`src/rtl/fixed_point_divide_pkg.sv`:
```
// Shared sign-magnitude fixed-point definitions used by the multiply and divide blocks.
// Default format is Q4.11 in a 16-bit word: sign, then a 15-bit magnitude.
package fixed_point_divide_pkg;

    localparam int FXP_BITSIZE = 16;
    localparam int FXP_FRAC    = 11;
    localparam logic [FXP_BITSIZE-2:0] FXP_MAG_MAX = '1;

    typedef enum logic [1:0] {
        IDLE = 2'd0,
        CALC = 2'd1,
        DONE = 2'd2
    } fxp_state_e;

endpackage

```
`src/rtl/fxdiv_step.sv`:
```
// One radix-2 restoring division step: shift in the next dividend bit, and
// subtract the divisor whenever the partial remainder can absorb it.
module fxdiv_step #(
    parameter int BITSIZE = 16
) (
    input  logic [BITSIZE-1:0] rem_i,
    input  logic               bit_i,
    input  logic [BITSIZE-2:0] div_i,
    output logic [BITSIZE-1:0] rem_o,
    output logic               q_o
);

    logic [BITSIZE-1:0] shifted;
    logic [BITSIZE-1:0] divisor;

    always_comb begin
        shifted = {rem_i[BITSIZE-2:0], bit_i};
        divisor = {1'b0, div_i};
        // A set guard bit means the shifted value is past any divisor.
        q_o     = rem_i[BITSIZE-1] || (shifted >= divisor);
        rem_o   = q_o ? (shifted - divisor) : shifted;
    end

endmodule

```
`src/rtl/fixed_point_divide.sv`:
```
// Iterative sign-magnitude fixed-point divider, one quotient bit per clock, valid/ready on both sides.
// Define FXDIV_ROUND_EN to run one extra step and round the magnitude half-up instead of truncating.
module fixed_point_divide
    import fixed_point_divide_pkg::*;
#(
    parameter int BITSIZE = FXP_BITSIZE,
    parameter int FRAC    = FXP_FRAC
) (
    input  logic               clk,
    input  logic               rst,
    input  logic               in_valid,
    output logic               in_ready,
    input  logic [BITSIZE-1:0] A,
    input  logic [BITSIZE-1:0] B,
    output logic               out_valid,
    input  logic               out_ready,
    output logic [BITSIZE-1:0] C,
    output logic               ovf,
    output logic               dbz
);

    localparam int ITER = BITSIZE - 1 + FRAC;
`ifdef FXDIV_ROUND_EN
    localparam int STEPS = ITER + 1;
`else
    localparam int STEPS = ITER;
`endif
    localparam int MW = BITSIZE - 1;
    localparam int CW = $clog2(STEPS + 1);
    localparam logic [CW-1:0] STEPS_CNT = CW'(STEPS);
    localparam logic [CW-1:0] ONE_CNT   = CW'(1);
    localparam logic [MW-1:0] MAG_MAX   = '1;

    fxp_state_e         state_q, state_d;
    logic [CW-1:0]      cnt_q, cnt_d;
    logic [BITSIZE-1:0] rem_q, rem_d;
    logic [STEPS-1:0]   dvd_q, dvd_d;
    logic [STEPS-1:0]   quo_q, quo_d;
    logic [MW-1:0]      magb_q, magb_d;
    logic               sign_q, sign_d;
    logic [BITSIZE-1:0] c_q, c_d;
    logic               ovf_q, ovf_d;
    logic               dbz_q, dbz_d;

    logic               accept;
    logic               last_step;
    logic [BITSIZE-1:0] step_rem;
    logic               step_bit;
    logic [STEPS-1:0]   quo_next;
    logic [ITER-1:0]    q_main;
    logic               round_bit;
    logic [MW:0]        q_sum;
    logic [MW-1:0]      res_mag;
    logic               res_ovf;

    fxdiv_step #(.BITSIZE(BITSIZE)) u_step (
        .rem_i (rem_q),
        .bit_i (dvd_q[STEPS-1]),
        .div_i (magb_q),
        .rem_o (step_rem),
        .q_o   (step_bit)
    );

    assign accept    = in_valid && (state_q == IDLE);
    assign last_step = (state_q == CALC) && (cnt_q == ONE_CNT);
    assign quo_next  = {quo_q[STEPS-2:0], step_bit};

    // NOTE: sequential state uses non-blocking assignments so every flop samples pre-edge values.
    always_ff @(posedge clk or posedge rst) begin
        if (rst) state_q <= IDLE;
        else     state_q <= state_d;
    end

    always_comb begin
        state_d = state_q;
        case (state_q)
            IDLE:    if (accept)    state_d = CALC;
            CALC:    if (last_step) state_d = DONE;
            DONE:    if (out_ready) state_d = IDLE;
            default: state_d = IDLE;
        endcase
    end

    always_comb begin
        in_ready  = (state_q == IDLE);
        out_valid = (state_q == DONE);
    end

    // Quotient to result: saturate on integer overflow or on a rounding carry.
    always_comb begin
        q_main = quo_next[STEPS-1 -: ITER];
`ifdef FXDIV_ROUND_EN
        round_bit = quo_next[0];
`else
        round_bit = 1'b0;
`endif
        q_sum   = {1'b0, q_main[MW-1:0]} + {{MW{1'b0}}, round_bit};
        res_ovf = (|q_main[ITER-1:MW]) || q_sum[MW];
        res_mag = res_ovf ? MAG_MAX : q_sum[MW-1:0];
    end

    // NOTE: every variable gets a default first so no latch is inferred.
    always_comb begin
        cnt_d  = cnt_q;
        rem_d  = rem_q;
        dvd_d  = dvd_q;
        quo_d  = quo_q;
        magb_d = magb_q;
        sign_d = sign_q;
        c_d    = c_q;
        ovf_d  = ovf_q;
        dbz_d  = dbz_q;
        if (accept) begin
            sign_d = A[BITSIZE-1] ^ B[BITSIZE-1];
            magb_d = B[MW-1:0];
            rem_d  = '0;
            quo_d  = '0;
            dvd_d  = {A[MW-1:0], {(STEPS-MW){1'b0}}};
            // A zero divisor takes a single dummy step so it still lands in DONE one edge later.
            cnt_d  = (B[MW-1:0] == '0) ? ONE_CNT : STEPS_CNT;
        end else if (state_q == CALC) begin
            rem_d = step_rem;
            dvd_d = dvd_q << 1;
            quo_d = quo_next;
            cnt_d = cnt_q - ONE_CNT;
            if (last_step) begin
                if (magb_q == '0) begin
                    c_d   = {sign_q, MAG_MAX};
                    ovf_d = 1'b0;
                    dbz_d = 1'b1;
                end else begin
                    c_d   = {sign_q && (res_mag != '0), res_mag};
                    ovf_d = res_ovf;
                    dbz_d = 1'b0;
                end
            end
        end
    end

    always_ff @(posedge clk or posedge rst) begin
        if (rst) begin
            cnt_q  <= '0;
            rem_q  <= '0;
            dvd_q  <= '0;
            quo_q  <= '0;
            magb_q <= '0;
            sign_q <= 1'b0;
            c_q    <= '0;
            ovf_q  <= 1'b0;
            dbz_q  <= 1'b0;
        end else begin
            cnt_q  <= cnt_d;
            rem_q  <= rem_d;
            dvd_q  <= dvd_d;
            quo_q  <= quo_d;
            magb_q <= magb_d;
            sign_q <= sign_d;
            c_q    <= c_d;
            ovf_q  <= ovf_d;
            dbz_q  <= dbz_d;
        end
    end

    assign C   = c_q;
    assign ovf = ovf_q;
    assign dbz = dbz_q;

endmodule
```
`config.mk`:
```
export PLATFORM = sky130hd
export DESIGN_NAME = fixed_point_divide
export DESIGN_NICKNAME = d
export VERILOG_FILES = /design/src/rtl/fixed_point_divide_pkg.sv /design/src/rtl/fxdiv_step.sv /design/src/rtl/fixed_point_divide.sv
export SDC_FILE = /design/constraint.sdc
export NUM_CORES = 1
export LEC_CHECK = 0
export CAP_MARGIN = 20
export CORE_ASPECT_RATIO = 0.75
export CORE_UTILIZATION = 55
export DETAILED_ROUTE_END_ITERATION = 8
export HOLD_SLACK_MARGIN = 0.12
export PLACE_DENSITY = 0.78
export SKIP_CTS_REPAIR_TIMING = 1
export SLEW_MARGIN = 30
export SYNTH_ARGS = -nofsm -noshare
export SYNTH_HDL_FRONTEND = slang
export SYNTH_SLANG_ARGS = --single-unit
```
`constraint.sdc`:
```
create_clock -name clk -period 9.3 [get_ports clk]
set_clock_uncertainty 0.1 [all_clocks]
set_input_delay 1.395 -clock clk [delete_from_list [all_inputs] [get_ports clk]]
set_output_delay 1.395 -clock clk [all_outputs]
set_load 0.01 [all_outputs]
```
==> results of run 1 <==
[metrics by stage]
stage          hold slack (ps)  cell area (um^2)  setup slack (ps)  std cells  utilization
2_1_floorplan            346.3              4930              5271        535            -
3_3_place_gp             359.2              5519              5623        673       0.6445
3_5_place_dp             366.8              5519              5544        673       0.6445
4_1_cts                  382.6              5816              5901        689       0.6791
5_1_grt                  402.2              5819              5655        689       0.6796
6_report                 384.1              5819              5871        689       0.6796
[sequential cells by signal, summed over array words and instances (netlist names)]
name	count
dbz	1
cnt_q	5
magb_q	15
ovf	1
quo_q	25
dvd_q	15
rem_q	16
state_q	2
sign_q	1
C	16
[per-layer routing]
metal  part of all wire  vias to the layer above  routed length (um)
met2               0.47                      132                5382
li1                   -                     1977                   -
met3              0.051                       10                 577
met4             0.0091                        0                 104
met5                  0                        -                   0
met1               0.47                     2013                5354
[final cells by class]
class,count,area [um^2]
Clock buffer,10,229.0
Clock inverter,6,67.56
Fill cell,680,2744
Inverter,23,87.58
Multi-Input combinational cell,385,2281
Sequential cell,97,2427
Tap cell,108,135.1
Timing Repair Buffer,60,591.8
[where the power goes]
part           switching (mW)  internal, mW
logic                   0.726         0.544
clock network           0.160         0.209
registers               0.154         0.626
[worst min-delay path: stages, from the launching register on]
cell,delay (ps)
dfrtp_1,350
nand2_1,50
nand2_1,50
[kinds of logic after synthesis]
kind of cell               after synthesis  synth area share
and+or+nand+nor                        211            0.1929
AOI/OAI and AO/OA                      141            0.1924
DFF                                     97            0.4924
buffers and inverters                   53           0.04746
adders and majority gates               18           0.04721
xor gates and xnor gates                11           0.01954
muxes                                    4          0.008122
[Yosys cell counts (2+ instances only)]
| master | number | area share |
|---|---|---|
| clkbuf_1 | 22 | 0.017 |
| dfrtp_1 | 97 | 0.49 |
| nand2b_1 | 7 | 0.0089 |
| mux2i_1 | 4 | 0.0081 |
| ha_1 | 17 | 0.043 |
| nor2b_1 | 3 | 0.0038 |
| o22a_1 | 16 | 0.028 |
| a211oi_1 | 2 | 0.0030 |
| o31ai_1 | 4 | 0.0061 |
| a32oi_1 | 2 | 0.0036 |
| nor3_1 | 7 | 0.0071 |
| a21o_1 | 7 | 0.011 |
| xnor2_1 | 5 | 0.0089 |
| o21ai_0 | 50 | 0.051 |
| buf_6 | 4 | 0.0091 |
| a31oi_1 | 7 | 0.0089 |
| o211ai_1 | 6 | 0.0091 |
| a22o_1 | 2 | 0.0036 |
| and3_1 | 6 | 0.0076 |
| nand4_1 | 6 | 0.0076 |
| nand2_1 | 120 | 0.091 |
| or3_1 | 2 | 0.0025 |
| xor2_1 | 6 | 0.011 |
| inv_1 | 23 | 0.018 |
| buf_2 | 4 | 0.0041 |
| nand3_1 | 27 | 0.027 |
| nor2_1 | 17 | 0.013 |
| a22oi_1 | 13 | 0.020 |
| nor4_1 | 10 | 0.013 |
| a21oi_1 | 19 | 0.019 |
[path summary, 6_finish.rpt]
path | end | slack (ps) | start | cells past startpoint
max in group asynchronous | dbz | 6860 | rst | 3
worst min register to register | dvd_q[24] | 380 | dvd_q[24] | 2
worst max-delay path | cnt_q[4] | 5870 | in_valid | 8
min in group asynchronous | rem_q[12] | 1240 | rst | 2
worst min-delay path | dvd_q[24] | 380 | dvd_q[24] | 2
worst max register to register | rem_q[9] | 6420 | magb_q[0] | 8
==> qor.txt, run 1 <==
sum of negative setup slack = 0 ps
Synth-to-Final Area Change = 18.05%
die area = 9350 um^2
CTS root buf = clkbuf_16
Routed WL per cell = 16.57 um
ys async rst share = 1.000
syn_nets = 589
CTS Buffer Depth = 2
crit-path max FO = 76
Hold Crit Class = reg2reg
sequential share of the synthesized area = 0.4924
Max Cap Viol = 0
synthesized instance count = 535
IO buf count = 55
syn_area_per_cell = 9.214 um^2
most common cell after layout, fill and taps aside = nand2_1
slowest cell delay on critical path = 560 ps
met3 Use GR = 0.04720
most common flop cell mapped by yosys = dfrtp_1
CTS tree = built
total track usage = 0.2660
CP Buf/Inv Count = 2
M2 GR Usage = 0.4216
EDFF count, synth = 0
vias = 4132
largest net degree at the start of global routing = 80
required time of the worst setup path = 9420 ps
CTS Buf Count = 9
failing checks = DRC
Starting Density = 0.5757
Die Y = 83.99 um
global-route wire length before repair = 19620 um
cell-by-cell trace of the critical path = clkdlybuf4s50_1, nor3b_2, buf_4, and3_1, a31oi_1, a21oi_1, nor2_1, o22a_1
Setup CP Type = in2reg
FMAX = 0.2916 GHz
VDD IR max = 0.1893 mV
Clock Sinks = 97
clock transition at the registers of the reported paths = 70 ps
status = complete, but fails checks
Die X-Extent = 111.3 um
Core ar. = 8563 um^2
placer's final routability congestion estimate = 0.8901
HPWL Detailed = 7891 um
post-route minimum period = 3429 ps
Nets = 630
Cell variety after synth = 50
DR pass1 iterations = 8
family with the most delay on the worst path = buffers and inverters
most frequent cells in the layout = 120 x nand2_1, 97 x dfrtp_1, 55 x clkdlybuf4s50_1, 50 x o21ai_0, 27 x nand3_1
crit path capture type = flop
initial antenna violation count = 0
ANT cells = 0
vias in the first global route = 3924
Worst path slowest cell = buf_4
P per Cell Area = 415.7 nW/um^2
Power Total = 2.419 mW
final setup vio count = 0
Final Max Tran Viols = 0
DRC = 8
Rows = 29
GRT busiest layer = met2
RSZ-0062 raised after global routing = no
final hold vios = 0
htree depth = 3
met1 usage = 0.3792
Final ANT Viol Nets = 0
detailed router's first-iteration violation count = 461
worst slew pin tran = 796.7 ps
Mapped Area = 4930 um^2
Vias/cell = 5.997
layout cells sized above 1 = 0.05164
leakage power = 2.590 nW
fin crit share = 0.3688
insertion delay to the later sink of the worst-skew pair = 340 ps
Overflow after GRT = 0
Slew headroom = 0.4669
io pins = 56
CP arrival = 3550 ps
Ys Warns = 0
Startpoint Class = input pin
routed wire length = 11420 um
flops & latches, synth = 97
Note: power is estimated with default switching activity, not from simulation.
==> inputs of run 2 (changes only) <==
- clock period: 9.3 -> 3.4 ns (I/O delays scaled with it)
==> run 2 against run 1 <==
  * The flow still finishes with violations (DRC)
  * Sequential cell count stayed put
  * Power grew to 2.8 times the previous value
  * Clock power increased to 3.1 times the previous value
  * Global-route usage up 0.060 points
  * Via count down 0.63%
  * Utilization up 1.1 points
  * Final area up 1.6%
  * Combinational power rose to 2.8 times the previous value
  * Critical path depth rose by 1
  * Die area did not move
  * Largest cell class unchanged
==> qor.txt, run 2 (synthesized netlist as in run 1, its figures left out) <==
status = complete, but fails checks
failing checks = DRC
Final ANT Viol Nets = 0 (unchanged)
global-route wire length before repair = 19560 um (-0.28%)
Power Total = 6.779 mW (+180%)
initial antenna violation count = 0 (unchanged)
Clock Sinks = 97 (unchanged)
leakage power = 2.648 nW (+2.3%)
max reg flops = 25 (unchanged)
crit path capture type = flop
hold_sp = dvd_q[21]
Startpoint Class = flop
FMAX = 0.3839 GHz
die area = 9350 um^2 (unchanged)
vias = 4106 (-0.63%)
DRC = 10 (+2)
Core Util, Final = 0.6907 (+0.01111)
Worst Hold Path EP = dvd_q[21]
required time of the worst setup path = 3520 ps (-5900 ps)
CTS Buf Count = 9 (unchanged)
Routed WL per cell = 16.44 um (-0.77%)
worst slew pin tran = 822.7 ps (+25.99 ps)
routed wire length = 11430 um (about the same)
Rows = 29 (unchanged)
reg2reg end = rem_q[12]
largest net degree at the start of global routing = 52 (-35%)
Nets = 636 (+0.95%)
hold path cells = 2 (unchanged)
CTS root buf = clkbuf_16
insertion delay to the later sink of the worst-skew pair = 350 ps (about the same)
IO buf count = 55 (unchanged)
Core ar. = 8563 um^2 (unchanged)
cell-by-cell trace of the critical path = ha_1, fa_1, nand2b_1, a21oi_2, buf_4, o211ai_1, and3_1, a31oi_1, o31ai_2
placer's final routability congestion estimate = 0.8191 (-8.0%)
Final WS setup = 794.9 ps (-5076 ps)
Worst path slowest cell = dfrtp_1
Die Y = 83.99 um (unchanged)
HPWL Detailed = 8021 um (+1.7%)
Biggest register = quo_q
Fillers = 662 (-2.6%)
total track usage = 0.2666 (+0.0006005)
most common cell after layout, fill and taps aside = nand2_1
RR Startpoint = magb_q[0]
Hold Crit Class = reg2reg
RSZ-0062 raised after global routing = no
layout cells sized above 1 = 0.06474 (+0.01310)
Max Cap Viol = 0 (unchanged)
htree depth = 3 (unchanged)
Worst Setup Slack post-DPL = 813.9 ps (-4730 ps)
CP arrival = 2720 ps (-830 ps)
detailed router's first-iteration violation count = 253 (-45%)
Setup CP Type = reg2reg
Final Max Tran Viols = 0 (unchanged)
most frequent cells in the layout = 120 x nand2_1, 97 x dfrtp_1, 55 x clkdlybuf4s50_1, 50 x o21ai_0, 27 x nand3_1
crit-path max FO = 15 (-80%)
slowest cell delay on critical path = 420 ps (-140 ps)
ANT cells = 0 (unchanged)
vias in the first global route = 4004 (+2.0%)
Reg2Reg Setup Slack = 790 ps (-5630 ps)
Slew headroom = 0.4438 (-0.02309)
sum of negative setup slack = 0 ps (unchanged)
P per Cell Area = 1146 nW/um^2 (+180%)
Overflow after GRT = 0 (unchanged)
final hold vios = 0 (unchanged)
CTS tree = built
final setup vio count = 0 (unchanged)
VDD IR max = 0.5685 mV (+200%)
Die X-Extent = 111.3 um (unchanged)
Vias/cell = 5.908 (-1.5%)
R2R depth = 9 (+1)
clock transition at the registers of the reported paths = 70 ps (about the same)
Starting Density = 0.5757 (unchanged)
DR pass1 iterations = 7 (-1)
CTS Buffer Depth = 2 (unchanged)
post-route minimum period = 2605 ps
Synth-to-Final Area Change = 19.97%
fin crit share = 0.7662
io pins = 56 (unchanged)
==> run 2: where the power goes <==
part	internal [mW]	total [mW]	switching, mW
registers	1.71	2.13	0.419
logic	1.53	3.51	1.98
clock network	0.675	1.14	0.468
total	3.91	6.78	2.87
==> run 2: worst max-delay path: cells and delay by family (launching register included) <==
family | cells | cell delay, ps
AND/OR/NAND/NOR | 2 | 570
buffers and inverters | 1 | 150
AO/OA/AOI/OAI | 4 | 610
flip-flops | 1 | 420
adder cells (fa/ha/maj) | 2 | 620
==> run 2: area by class of cell <==
class / count / area [um^2] / area share
Multi-Input combinational cell: 385 / 2283 / 0.3861
Inverter: 23 / 88.84 / 0.01502
Timing Repair Buffer: 66 / 645.6 / 0.1092
Clock inverter: 6 / 95.09 / 0.01608
Clock buffer: 10 / 239.0 / 0.04041
Sequential cell: 97 / 2427 / 0.4104
Tap cell: 108 / 135.1 / 0.02285
==> run 2: through the flow <==
stage	cells	instance area [um^2]	hold slack (ps)
global route	695	5914	405.2
CTS	695	5911	382.6
floorplan	535	4930	346.3
finish	695	5914	384.1
detailed placement	679	5577	365.2
global placement	679	5577	359.1
==> run 2: worst max path at each step <==
| stage | slack [ps] | to | start |
|---|---|---|---|
| 2_1_floorplan | 260 | C[0] | rst |
| 3_3_place_gp | 870 | rem_q[12] | magb_q[0] |
| 3_5_place_dp | 810 | rem_q[12] | magb_q[0] |
| 4_1_cts | 800 | rem_q[12] | magb_q[0] |
| 5_1_grt | 640 | rem_q[15] | magb_q[11] |
| 6_report | 790 | rem_q[12] | magb_q[0] |
==> run 2: per-layer routing <==
metal	share of wire	global-route usage	vias to the layer above
met2	0.48	0.4273	108
li1	-	-	1987
met5	0	0	-
met1	0.47	0.3675	1999
met4	0.012	0.07494	0
met3	0.046	0.05664	12
